==> src/rtl/reg_file_pkg.sv <==
// Shared CPU package: register-file widths, the zero-register address and
// the address type reused by decode and hazard logic.
package reg_file_pkg;
    localparam int REG_ADDR_W = 4;
    localparam int REG_DATA_W = 16;

    typedef logic [REG_ADDR_W-1:0] reg_addr_t;

    localparam reg_addr_t REG_ZERO = 4'h0;
endpackage

==> src/rtl/reg_file_reg16_en.sv <==
// DATA_W-bit flop bank with synchronous load enable and asynchronous
// active-low clear. One instance per architectural register R1..R15.
module reg16_en #(
    parameter int DATA_W = 16
) (
    input  logic              clk,
    input  logic              rst_n,
    input  logic              en_i,
    input  logic [DATA_W-1:0] d_i,
    output logic [DATA_W-1:0] q_o
);
    logic [DATA_W-1:0] data_q;
    logic [DATA_W-1:0] data_d;

    // Hold the current value unless this register is the write target.
    always_comb begin
        data_d = data_q;
        if (en_i) data_d = d_i;
    end

    // State register; reset clears without waiting for a clock edge.
    always_ff @(posedge clk or negedge rst_n) begin
        if (!rst_n) data_q <= '0;
        else        data_q <= data_d;
    end

    assign q_o = data_q;
endmodule

==> src/rtl/reg_file.sv <==
// Architectural register file: NREGS x DATA_W, two combinational read ports,
// one clocked write port, R0 hard-wired to zero, optional write-to-read bypass.
module reg_file
    import reg_file_pkg::*;
#(
    parameter int DATA_W = REG_DATA_W,
    parameter int NREGS  = 16,
    parameter int BYPASS = 1
) (
    input  logic                     clk,
    input  logic                     rst_n,
    input  logic [$clog2(NREGS)-1:0] src_reg1,
    input  logic [$clog2(NREGS)-1:0] src_reg2,
    input  logic [$clog2(NREGS)-1:0] dst_reg,
    input  logic                     write_reg,
    input  logic [DATA_W-1:0]        dst_data,
    output logic [DATA_W-1:0]        src_data1,
    output logic [DATA_W-1:0]        src_data2
);
    logic [NREGS-1:0]  wr_en;
    logic [DATA_W-1:0] regs_q [NREGS];
    logic [DATA_W-1:0] rd1;
    logic [DATA_W-1:0] rd2;

    // One-hot write decode gated by write_reg; the R0 bit never fires, so
    // writes to R0 are dropped and R0 can never be a bypass source either.
    always_comb begin
        wr_en = '0;
        if (write_reg) wr_en[dst_reg] = 1'b1;
        wr_en[0] = 1'b0;
    end

    // R0 is not stored: its mux input is a constant zero.
    assign regs_q[0] = '0;

    for (genvar i = 1; i < NREGS; i++) begin : g_reg
        reg16_en #(.DATA_W(DATA_W)) u_reg (
            .clk   (clk),
            .rst_n (rst_n),
            .en_i  (wr_en[i]),
            .d_i   (dst_data),
            .q_o   (regs_q[i])
        );
    end

    // Word select per port followed by the 2:1 bypass select. wr_en[src]
    // is high exactly when a live, non-R0 write targets the read address.
    always_comb begin
        rd1 = regs_q[src_reg1];
        rd2 = regs_q[src_reg2];
        if (BYPASS != 0) begin
            if (wr_en[src_reg1]) rd1 = dst_data;
            if (wr_en[src_reg2]) rd2 = dst_data;
        end
    end

    // While reset is asserted both ports read zero, bypass included.
    assign src_data1 = rst_n ? rd1 : '0;
    assign src_data2 = rst_n ? rd2 : '0;
endmodule
==> config.mk <==
export PLATFORM = sky130hd
export DESIGN_NAME = reg_file
export DESIGN_NICKNAME = d
export VERILOG_FILES = /design/src/rtl/reg_file_pkg.sv /design/src/rtl/reg_file_reg16_en.sv /design/src/rtl/reg_file.sv
export SDC_FILE = /design/constraint.sdc
export NUM_CORES = 1
export LEC_CHECK = 0
export BUFFER_PORTS_ARGS = -buffer_cell sky130_fd_sc_hd__buf_2
export CAP_MARGIN = 20
export CORE_AREA = 2 2 155 157
export CTS_CLUSTER_DIAMETER = 80
export DETAILED_ROUTE_END_ITERATION = 10
export DIE_AREA = 0 0 157 159
export PLACE_DENSITY = 0.85
export SETUP_SLACK_MARGIN = 0.5
export SLEW_MARGIN = 10
export SYNTH_ARGS = -nofsm -noshare
export SYNTH_HDL_FRONTEND = slang
export SYNTH_SLANG_ARGS = --single-unit
export TNS_END_PERCENT = 5
==> constraint.sdc <==
create_clock -name clk -period 3.75 [get_ports clk]
set_input_delay 0.1875 -clock clk [delete_from_list [all_inputs] [get_ports clk]]
set_output_delay 0.1875 -clock clk [all_outputs]
set_load 0.01 [all_outputs]
* After elaboration in Yosys (flattened, before gate mapping) *
Cells that the tools add are included.

word-level totals
  bits in registers = 240
  input bits = 31
  output and inout port bits = 32
  logic and storage cells = 41

operators by class
  $lt $le $gt $ge = 6
  mux-type cells = 17
  bitwise logic cells = 2
  reductions and logical operators = 1

operators with widths
  kind                  number
  $mux W16              9
  $bmux W16 S4          2
  $lt A4 B5 Y1 const B  3
  $ge A5 B5 Y1 const B  2
  $not A4 Y5            2
  $bmux W1 S4           2
  $demux W1 S4          1
  $ge A4 B1 Y1 const B  1
  $mux W1               3
  $logic_and A1 B1 Y1   1

* Longest topological paths before layout *
Gate-level depths: netlist of the first run.

  depth in word-level cells = 9
  gate-level depth with buffers = 9
  gate-level depth less buffers = 4

* Cells and area by module *
A second synthesis of the first run with hierarchy kept.

second synthesis, totals
  cells, all modules = 951
  area total of the unflattened synthesis = 14511.4 um^2

by module, submodules not included
  module    instances  cells an instance  area each (um^2)
  reg16_en  15         34                 649.4
  reg_file  1          441                4770.8

* Worst setup path before layout of the first run *
OpenSTA, ideal clock, no wires.

  path kind = in2out
  start = input src_reg2[3]
  end = output src_data2[14]
  arrival = 1.890 ns
  data required time = 3.562 ns
  setup slack = 1.673 ns
  stages = 8
  cell sequence = buf_1 -> or3b_1 -> or4_1 -> buf_2 -> and3_4 -> buf_6 -> buf_8 -> a211oi_2

on the way
  cells in the longest elaborated chain, start to end = 6
  elaborated cells on any way between the ends = 8

RTL lines
  element                                      line            source
  from (decl)                                  reg_file.sv:13  input logic [$clog2(NREGS)-1:0] src_reg2,
  $not A4 Y5 (implied by the code)             reg_file.sv:50  rd2 = regs_q[src_reg2];
  $bmux W16 S4                                 reg_file.sv:50
  $mux W16 (implied by the code) (2 in a row)  reg_file.sv:50
  $mux W16 (*)                                 reg_file.sv:53  if (wr_en[src_reg2]) rd2 = dst_data;
  $mux W16 (*)                                 reg_file.sv:59  assign src_data2 = rst_n ? rd2 : '0;
  to (decl)                                    reg_file.sv:18  output logic [DATA_W-1:0] src_data2

Mark *: on every way between the ends. The rest lies on a longest branch, timed or not. The select of a mux whose other input is x is not followed.

* Worst setup path in the final report of the first run *
  start = input src_reg1[0]
  end = output src_data1[12]

on the way
  cells in the longest elaborated chain, start to end = 6
  elaborated cells on any way between the ends = 8

RTL lines
  element                                      line            source
  from (decl)                                  reg_file.sv:12  input logic [$clog2(NREGS)-1:0] src_reg1,
  $not A4 Y5 (implied by the code)             reg_file.sv:49  rd1 = regs_q[src_reg1];
  $bmux W16 S4                                 reg_file.sv:49
  $mux W16 (implied by the code) (2 in a row)  reg_file.sv:49
  $mux W16 (*)                                 reg_file.sv:52  if (wr_en[src_reg1]) rd1 = dst_data;
  $mux W16 (*)                                 reg_file.sv:58  assign src_data1 = rst_n ? rd1 : '0;
  to (decl)                                    reg_file.sv:17  output logic [DATA_W-1:0] src_data1,

Marks and branches as above.

==> summary.txt, run 1 <==
Outcome -> finished, final reports clean
Static leakage power -> 6.66 nW
Peak ir drop on the vdd network -> 0.295 mV
Aggregate negative setup slack -> 0 ps
Die Height -> 159 um
Sort of element at the end of the critical path -> primary output
Core Region -> 23200 um^2
Fillcell total -> 1647
Remaining number of nets flagged by the antenna check after routing -> 0
Clk pin slew, worst setup/hold paths -> 60 ps
Global router's overall resource usage -> 0.329
Avg Inst Size Synth -> 12.5 um^2
Clk_skew -> 0 ps
Share of final-layout standard cells stronger than drive strength 1 -> 0.417
Number of max-slew violations in the final report -> 0
Count of vias placed by the detailed router -> 10400
Fraction of registers with async set or reset after synthesis -> 1.00
Reg-to-reg slack, setup -> 2940 ps
Commonest register cell after synthesis -> sky130_fd_sc_hd__dfrtp_1
Die footprint -> 25000 um^2
Worst reg2reg startpoint -> g_reg[2].u_reg.q_o[9]
I/O Buffers -> 62
Ant. Diodes -> 0
Number of I/O pins -> 63
Number of setup buffers added after CTS -> 0
Design Power -> 0.00835 W
Worst hold path class -> in2async
Worst flop-to-flop path endpoint -> g_reg[2].u_reg.q_o[9]
Beginning of the critical path -> src_reg1[0]
Congestion Overflow GR -> 0
Synthesized net count -> 1129
Distinct cell type count of the synthesized netlist -> 46
Initial antenna violation count -> 0
Number of global-route vias before repair -> 10500
Clock Path Buffers -> 3
CTS Buf Count -> 26
Required @ worst endpoint -> 3560 ps
Root buffer cell -> sky130_fd_sc_hd__clkbuf_16
Destination of the critical timing path -> src_data1[12]
Pin count of the biggest net entering global routing -> 66
Deepest level of the CTS H-tree -> 1
Count of state elements after synthesis -> 240
Largest fanout on the critical path -> 24
RSZ-0062 raised after global routing -> false
Sink Count -> 240
First-pass iteration count of the detailed router -> 7
Kind of launch point of the worst setup path -> input pin
HPWL Detailed -> 25900 um
Area growth from synthesis to layout -> 10.9%
Leading cell type by number of instances after synthesis -> sky130_fd_sc_hd__mux2_2
Synth warn -> 0
Post-detailed-route wirelength per cell -> 28.2 um
Clock Latency Late Sink -> 540 ps
Post-synthesis instance area -> 13800 um^2
Final number of hold-violating endpoints -> 0
Sequential fraction of the synthesis area -> 0.436
Number of enable-type register cells in the synthesized netlist -> 0
Number of maximum-capacitance violations -> 0
R2R depth -> 1
Most instantiated cells after synthesis -> sky130_fd_sc_hd__mux2_2, sky130_fd_sc_hd__dfrtp_1, sky130_fd_sc_hd__mux2i_1
Final Hold Slack -> 104 ps
Highest clock frequency the design can meet -> 313 MHz
Final worst path period need -> 3190 ps
Drt initial violations -> 984
Row Count -> 56
Share of the core filled with cells -> 0.658
Final nets -> 1145
Final Worst Setup Slack -> 556 ps
Synth area leader -> sky130_fd_sc_hd__dfrtp_1
Drt total wl -> 40900 um
Power per unit of standard cell area -> 547 nW/um^2
Dpl ws -> 742 ps
Least-Margin Pin Slew -> 1180 ps
Gate Count Post-Synth -> 1098
Wire length of the first global-routing pass -> 62900 um
Worst EP arrival -> 3010 ps
Period utilisation layout -> 0.852
Type of the worst setup path -> in2out
Area share of the largest cell type after synthesis -> 0.436
CTS resizes -> 0
TritonCTS clock tree -> yes
Initial Utilization -> 0.593
RD Place Congestion -> 0.933
Chip width -> 157 um
Remaining routing DRC violations -> 0
Largest cells by area after synthesis -> sky130_fd_sc_hd__dfrtp_1, sky130_fd_sc_hd__mux2_2, sky130_fd_sc_hd__mux2i_1
Final setup violation count -> 0
Max reg flops -> 240
Average via count per standard cell -> 7.16
Relative max-transition margin -> 0.213
## power by group
group / total, W / leakage [nW] / switching, W / internal (W)
logic: 0.00191 / 3.27 / 0.000863 / 0.00105
clock network: 0.00276 / 0.454 / 0.00108 / 0.00168
registers: 0.00368 / 2.94 / 0.000482 / 0.00320
total: 0.00835 / 6.66 / 0.00242 / 0.00593
## critical path, stage by stage
cell and delay [ps]:
sky130_fd_sc_hd__buf_2 420, sky130_fd_sc_hd__xor2_1 280, sky130_fd_sc_hd__a2111o_1 280, sky130_fd_sc_hd__nand4_1 740
sky130_fd_sc_hd__o32ai_1 830, sky130_fd_sc_hd__buf_2 250
## final cells by class
cell class                 count  area (um^2)  area share
multi-input combinational    743         7290       0.478
sequential                   240         6010       0.393
clock buffer                  39          801      0.0525
timing repair buffer         100          628      0.0411
tap                          319          399      0.0261
clock inverter                 9          129     0.00844
inverter                       3         11.3    0.000738
## worst min path at each step
stage	startpoint	cells past startpoint	endpoint
6_report	rst_n	2	g_reg[5].u_reg.q_o[3]
5_1_grt	rst_n	2	g_reg[5].u_reg.q_o[3]
4_1_cts	rst_n	2	g_reg[6].u_reg.q_o[3]
3_5_place_dp	rst_n	1	g_reg[4].u_reg.q_o[2]
3_3_place_gp	rst_n	1	g_reg[4].u_reg.q_o[2]
2_1_floorplan	rst_n	0	g_reg[10].u_reg.q_o[0]
## stage by stage
stage	std cells	area, um^2
global route	1453	15300
floorplan	1098	13800
finish	1453	15300
CTS	1452	15300
detailed placement	1403	14300
global placement	1402	14300
## repair_timing
item / 4_1_cts / 5_1_grt
endpoints found under the hold margin: 32 / 0
hold buffers: 1 / 0
setup endpoints to repair: 0 / 0
## layout by cell type (no fill, tap or decap), types with 5 or more instances in the layout
cell type | synthesis | routed
sky130_fd_sc_hd__a211oi_1 | 26 | 26
sky130_fd_sc_hd__a21boi_0 | 21 | 21
sky130_fd_sc_hd__a221o_1 | 7 | 7
sky130_fd_sc_hd__a221oi_1 | 12 | 12
sky130_fd_sc_hd__a22o_1 | 20 | 20
sky130_fd_sc_hd__a22oi_1 | 48 | 48
sky130_fd_sc_hd__a31oi_1 | 9 | 9
sky130_fd_sc_hd__buf_2 | 40 | 59
sky130_fd_sc_hd__buf_4 | 3 | 37
sky130_fd_sc_hd__clkbuf_16 | 0 | 27
sky130_fd_sc_hd__clkbuf_8 | 0 | 8
sky130_fd_sc_hd__dfrtp_1 | 240 | 240
sky130_fd_sc_hd__mux2_2 | 289 | 289
sky130_fd_sc_hd__mux2i_1 | 138 | 138
sky130_fd_sc_hd__mux4_2 | 22 | 22
sky130_fd_sc_hd__nand2_1 | 28 | 28
sky130_fd_sc_hd__nand2b_1 | 5 | 5
sky130_fd_sc_hd__nand3_1 | 6 | 6
sky130_fd_sc_hd__nor2_2 | 0 | 6
sky130_fd_sc_hd__nor2b_1 | 7 | 5
sky130_fd_sc_hd__o22ai_1 | 24 | 24
sky130_fd_sc_hd__o32ai_1 | 21 | 21
sky130_fd_sc_hd__or3_1 | 6 | 6
## kinds of logic after synthesis
group | count (synthesis) | share of synthesized area
multiplexers | 449 | 0.373
flip-flops | 240 | 0.436
AO/OA/AOI/OAI | 201 | 0.115
buffers and inverters | 115 | 0.0372
AND/OR/NAND/NOR | 89 | 0.0361
XOR/XNOR | 4 | 0.00254
## metal layers
layer	vias to the layer above	track usage	routed length [um]
met1	5250	0.439	15700
met2	690	0.500	18700
li1	4256	-	-
met5	-	0	0
met3	202	0.0582	3810
met4	0	0.204	2720
No activity file was read; power rests on OpenSTA's default activity.
==> run 2, diff against run 1 <==
CORE_AREA = 2 2 163 149   (was 2 2 155 157)
DIE_AREA = 0 0 165 151   (was 0 0 157 159)
==> summary.txt, run 2 (synthesis results as in run 1) <==
Pin count of the biggest net entering global routing -> 69 (+4.5%)
Net switching power -> 0.00234 W (-3.4%)
Clk_skew -> 0 ps (unchanged)
Number of max-slew violations in the final report -> 0 (unchanged)
Max reg flops -> 240 (unchanged)
Remaining routing DRC violations -> 0 (unchanged)
Highest-count cells in the layout ignoring fill and taps -> sky130_fd_sc_hd__mux2_2, sky130_fd_sc_hd__dfrtp_1, sky130_fd_sc_hd__mux2i_1
Final worst path period need -> 3070 ps (-122 ps)
Switching fraction of total power -> 0.289 (-0.00102)
RSZ-0062 raised after global routing -> false
Beginning of the critical path -> src_reg1[0]
Static leakage power -> 6.56 nW (-1.6%)
Row Count -> 53 (-5.4%)
Clock Path Buffers -> 3 (unchanged)
Peak ir drop on the vdd network -> 0.399 mV (+35%)
Reg-to-reg slack, setup -> 2940 ps (about the same)
Congestion Overflow GR -> 0 (unchanged)
Largest fanout on the critical path -> 38 (+58%)
Power per unit of standard cell area -> 538 nW/um^2 (-1.7%)
Initial antenna violation count -> 0 (unchanged)
Final number of hold-violating endpoints -> 0 (unchanged)
Remaining number of nets flagged by the antenna check after routing -> 0 (unchanged)
Destination of the critical timing path -> src_data1[14]
Deepest level of the CTS H-tree -> 1 (unchanged)
Outcome -> finished, final reports clean
Period utilisation layout -> 0.819 (-0.0324)
HPWL Detailed -> 24700 um (-4.5%)
I/O Buffers -> 62 (unchanged)
Number of global-route vias before repair -> 10400 (-1.5%)
Number of I/O pins -> 63 (unchanged)
Least-Margin Pin Slew -> 1060 ps (-113 ps)
Drt total wl -> 38300 um (-6.4%)
Final Hold Slack -> 176 ps (+71.6 ps)
Type of the worst setup path -> in2out
Design internal power -> 0.00575 W (-2.9%)
Worst EP arrival -> 2890 ps (-120 ps)
Required @ worst endpoint -> 3560 ps (about the same)
First-pass iteration count of the detailed router -> 6 (-1)
Global router's overall resource usage -> 0.313 (-0.0164)
Relative max-transition margin -> 0.290 (+0.0765)
RD Place Congestion -> 0.995 (+6.6%)
Wire length of the first global-routing pass -> 59100 um (-6.1%)
TritonCTS clock tree -> yes
Number of maximum-capacitance violations -> 0 (unchanged)
Chip width -> 165 um (+5.1%)
Count of vias placed by the detailed router -> 9966 (-4.2%)
R2R depth -> 1 (unchanged)
Average via count per standard cell -> 7.00 (-2.1%)
Kind of launch point of the worst setup path -> input pin
Worst flop-to-flop path endpoint -> g_reg[2].u_reg.q_o[4]
Clk pin slew, worst setup/hold paths -> 60 ps (about the same)
Number of setup buffers added after CTS -> 0 (unchanged)
Aggregate negative setup slack -> 0 ps (unchanged)
Die Height -> 151 um (-5.0%)
Ant. Diodes -> 0 (unchanged)
Final setup violation count -> 0 (unchanged)
Drt initial violations -> 999 (+1.5%)
CTS Buf Count -> 25 (-3.8%)
Worst hold path class -> in2async
Sink Count -> 240 (unchanged)
Sort of element at the end of the critical path -> primary output
Highest clock frequency the design can meet -> 325 MHz (+4.0%)
Root buffer cell -> sky130_fd_sc_hd__clkbuf_16
Design Power -> 0.00809 W (-3.1%)
Initial Utilization -> 0.595 (+0.00125)
Most frequent standard cell in the layout excluding fill and tap cells -> sky130_fd_sc_hd__mux2_2
Die footprint -> 24900 um^2 (-0.19%)
Post-detailed-route wirelength per cell -> 26.9 um (-4.4%)
Share of final-layout standard cells stronger than drive strength 1 -> 0.403 (-0.0139)
Area growth from synthesis to layout -> 9.37%
Clock Latency Late Sink -> 520 ps (-20 ps)
Sequential share of power -> 0.452 (+0.011)
Relative contribution of the clock network to total power -> 0.313 (-0.017)
Core Region -> 23100 um^2 (-0.21%)
Combinational group share of total power -> 0.235 (+0.006)
Worst reg2reg startpoint -> g_reg[2].u_reg.q_o[4]
Final nets -> 1136 (-0.79%)
[run 2: cell types whose count changed in the layout (fill, tap and decap cells not counted), sizes merged]
cell and delta:
inv -1, clkinvlp -2, buf -8, clkbuf -1, clkinv -1
[run 2: worst max-delay path, stage by stage]
cell and delay (ps):
sky130_fd_sc_hd__buf_2 630, sky130_fd_sc_hd__xor2_1 280, sky130_fd_sc_hd__or4_1 290, sky130_fd_sc_hd__nand4_1 580
sky130_fd_sc_hd__o32ai_1 660, sky130_fd_sc_hd__buf_2 220
[run 2: per-layer routing]
| layer | track usage | up-vias | share of wire |
|---|---|---|---|
| li1 | - | 4239 | - |
| met1 | 0.420 | 5081 | 0.41 |
| met2 | 0.494 | 522 | 0.46 |
| met3 | 0.0701 | 124 | 0.090 |
| met4 | 0.129 | 0 | 0.041 |
| met5 | 0 | - | 0 |
[run 2: how the worst min path moves through the flow]
stage | start | slack (ps) | endpoint
6_report | rst_n | 180 | g_reg[8].u_reg.q_o[8]
5_1_grt | dst_data[12] | 190 | g_reg[15].u_reg.q_o[12]
4_1_cts | dst_data[11] | 170 | g_reg[9].u_reg.q_o[11]
3_5_place_dp | rst_n | 90 | g_reg[11].u_reg.q_o[8]
3_3_place_gp | rst_n | 90 | g_reg[8].u_reg.q_o[8]
2_1_floorplan | rst_n | -110 | g_reg[10].u_reg.q_o[0]
[run 2: cell type report]
class | instances | area [um^2]
multi-input combinational | 743 | 7260
tap | 302 | 378
sequential | 240 | 6010
clock buffer | 38 | 714
clock inverter | 5 | 100
fill | 1742 | 8090
timing repair buffer | 92 | 586
inverter | 3 | 11.3
[run 2: power by group through the flow]
| stage | Clock, W | Sequential [W] | Combinational (W) |
|---|---|---|---|
| 5_1_grt | 0.00265 | 0.00374 | 0.00204 |
| 3_5_place_dp | 0 | 0.00369 | 0.00187 |
| 3_3_place_gp | 0 | 0.00364 | 0.00181 |
| 6_report | 0.00253 | 0.00366 | 0.00190 |
| 2_1_floorplan | 0 | 0.00354 | 0.00143 |
| 4_1_cts | 0.00255 | 0.00365 | 0.00189 |
[run 2: repair_timing]
action,in CTS,in global routing
endpoints found under the setup margin,0,0
gates resized for setup,0,0
hold buffers,1,0
hold endpoints to repair,37,0
[run 2: metrics by stage]
stage | setup slack [ps] | util | instance area [um^2] | cells
2_1_floorplan | 1670 | - | 13800 | 1098
3_3_place_gp | 844 | 0.614 | 14200 | 1378
4_1_cts | 828 | 0.650 | 15000 | 1422
6_report | 677 | 0.650 | 15100 | 1423
5_1_grt | 510 | 0.650 | 15100 | 1423
3_5_place_dp | 829 | 0.614 | 14200 | 1378
==> run 3, diff against run 2 <==
CORE_AREA = 2 2 169 154   (was 2 2 163 149)
DIE_AREA = 0 0 171 156   (was 0 0 165 151)
PLACE_DENSITY = 0.84   (was 0.85)
clock period = 2.5 ns   (was 3.75 ns; I/O delays follow)
==> summary.txt, run 3 (synthesis results as in run 1) <==
Highest-count cells in the layout ignoring fill and taps -> sky130_fd_sc_hd__mux2_2, sky130_fd_sc_hd__dfrtp_1, sky130_fd_sc_hd__mux2i_1
Deepest level of the CTS H-tree -> 1 (unchanged)
Post-detailed-route wirelength per cell -> 26.1 um (-3.1%)
Die footprint -> 26700 um^2 (+7.1%)
Highest clock frequency the design can meet -> 424 MHz
Clk_skew -> 0 ps (unchanged)
Kind of launch point of the worst setup path -> flop
Remaining routing DRC violations -> 0 (unchanged)
HPWL Detailed -> 25200 um (+2.0%)
Outcome -> finished, violations left
Power per unit of standard cell area -> 785 nW/um^2 (+46%)
Flip-flop and latch area -> 6010 um^2 (unchanged)
Final number of hold-violating endpoints -> 202 (+202)
Final setup violation count -> 0 (unchanged)
Number of max-slew violations in the final report -> 0 (unchanged)
Final Worst Setup Slack -> 144 ps (-533 ps)
Sort of element at the end of the critical path -> primary output
Area of the multi-input gates -> 7340 um^2 (+1.1%)
Average via count per standard cell -> 6.80 (-2.9%)
Sink Count -> 240 (unchanged)
Largest fanout on the critical path -> 2 (-95%)
Peak ir drop on the vdd network -> 0.464 mV (+16%)
I/O Buffers -> 62 (unchanged)
Chip width -> 171 um (+3.6%)
Most frequent standard cell in the layout excluding fill and tap cells -> sky130_fd_sc_hd__mux2_2
Number of global-route vias before repair -> 10700 (+3.1%)
Row Count -> 55 (+3.8%)
Pin count of the biggest net entering global routing -> 89 (+29%)
Total non-filler cell area in the finished layout -> 15500 um^2 (+3.2%)
Period utilisation layout -> 0.942
Number of I/O pins -> 63 (unchanged)
Relative max-transition margin -> 0.304 (+0.0136)
Number of maximum-capacitance violations -> 0 (unchanged)
Clock Latency Late Sink -> 530 ps (about the same)
Share of the core filled with cells -> 0.624 (-0.0270)
Wire length of the first global-routing pass -> 60900 um (+3.1%)
# hold bufs at CTS -> 2 (+1)
Remaining number of nets flagged by the antenna check after routing -> 0 (unchanged)
Aggregate negative setup slack -> 0 ps (unchanged)
RSZ-0062 raised after global routing -> true
Global router's overall resource usage -> 0.298 (-0.0148)
Static leakage power -> 6.79 nW (+3.6%)
Cell area reported after detailed placement -> 14500 um^2 (+2.3%)
Final nets -> 1177 (+3.6%)
Drt initial violations -> 1224 (+23%)
Failing checks -> hold timing
CTS Buf Count -> 25 (unchanged)
First-pass iteration count of the detailed router -> 6 (unchanged)
Required @ worst endpoint -> 2380 ps (-1180 ps)
Worst hold path class -> in2async
Initial Utilization -> 0.553 (-0.0422)
Least-Margin Pin Slew -> 1040 ps (-18.1 ps)
Worst EP arrival -> 2230 ps (-660 ps)
Initial antenna violation count -> 0 (unchanged)
Dpl ws -> 208 ps (-621 ps)
Congestion Overflow GR -> 0 (unchanged)
Max reg flops -> 240 (unchanged)
Final worst path period need -> 2360 ps
Drt total wl -> 39300 um (+2.7%)
Share of final-layout standard cells stronger than drive strength 1 -> 0.437 (+0.0337)
Type of the worst setup path -> reg2out
Fillcell total -> 1944 (+12%)
Final Hold Slack -> -547 ps (-723 ps)
Core Region -> 24900 um^2 (+7.6%)
Count of vias placed by the detailed router -> 10300 (+2.9%)
Root buffer cell -> sky130_fd_sc_hd__clkbuf_16
Area growth from synthesis to layout -> 12.8%
RD Place Congestion -> 0.965 (-3.0%)
TritonCTS clock tree -> yes
Die Height -> 156 um (+3.3%)
Clk pin slew, worst setup/hold paths -> 60 ps (about the same)
Clock Path Buffers -> 3 (unchanged)
[run 3: metal layers]
metal	global-route usage	vias up	share of wire
met5	0	-	0.0011
met4	0.131	2	0.044
met3	0.0743	154	0.10
met2	0.460	622	0.45
met1	0.399	5142	0.40
li1	-	4335	-
[run 3: metrics by stage]
step	cells	total power, W
5_1_grt	1507	0.0127
3_5_place_dp	1449	0.00839
3_3_place_gp	1449	0.00821
2_1_floorplan	1098	0.00745
6_report	1508	0.0122
4_1_cts	1505	0.0122
[run 3: worst max-delay path, cell delays in order, from the launching register on]
cell,delay (ps)
sky130_fd_sc_hd__dfrtp_1,380
sky130_fd_sc_hd__mux4_2,490
sky130_fd_sc_hd__mux2_4,290
sky130_fd_sc_hd__a22oi_2,270
sky130_fd_sc_hd__a211oi_1,120
sky130_fd_sc_hd__buf_2,150
[run 3: power by group]
| part | switching [W] | total (W) | internal [W] |
|---|---|---|---|
| combinational | 0.00135 | 0.00303 | 0.00167 |
| clock | 0.00157 | 0.00368 | 0.00211 |
| sequential | 0.000694 | 0.00549 | 0.00480 |
[run 3: area by class of cell]
cell class / count / area share
Antenna cell: 1 / 0.000161
Multi-Input combinational cell: 743 / 0.472
Tap cell: 342 / 0.0275
Clock buffer: 34 / 0.0437
Timing Repair Buffer: 133 / 0.0614
Clock inverter: 12 / 0.00749
Sequential cell: 240 / 0.387
Inverter: 3 / 0.000725
[run 3: worst paths after layout]
kind / from / endpoint / slack, ps / cells after the start
worst max-delay path: g_reg[13].u_reg.q_o[2] / src_data2[2] / 140 / 5
worst min-delay path: rst_n / g_reg[15].u_reg.q_o[14] / -550 / 1
worst max register to register: g_reg[11].u_reg.q_o[2] / g_reg[11].u_reg.q_o[2] / 1600 / 2
worst min register to register: g_reg[3].u_reg.q_o[13] / g_reg[3].u_reg.q_o[13] / 530 / 1
max in group asynchronous: rst_n / g_reg[12].u_reg.q_o[10] / 1890 / 4
min in group clk: dst_data[9] / g_reg[4].u_reg.q_o[9] / 100 / 2
[run 3: what timing repair did]
item                                   CTS  global route
setup endpoints to repair               32            32
resized for setup                       13             3
pin swaps                                4             2
endpoints found under the hold margin  240            91
gates cloned                             0             0
buffers inserted                         8             2
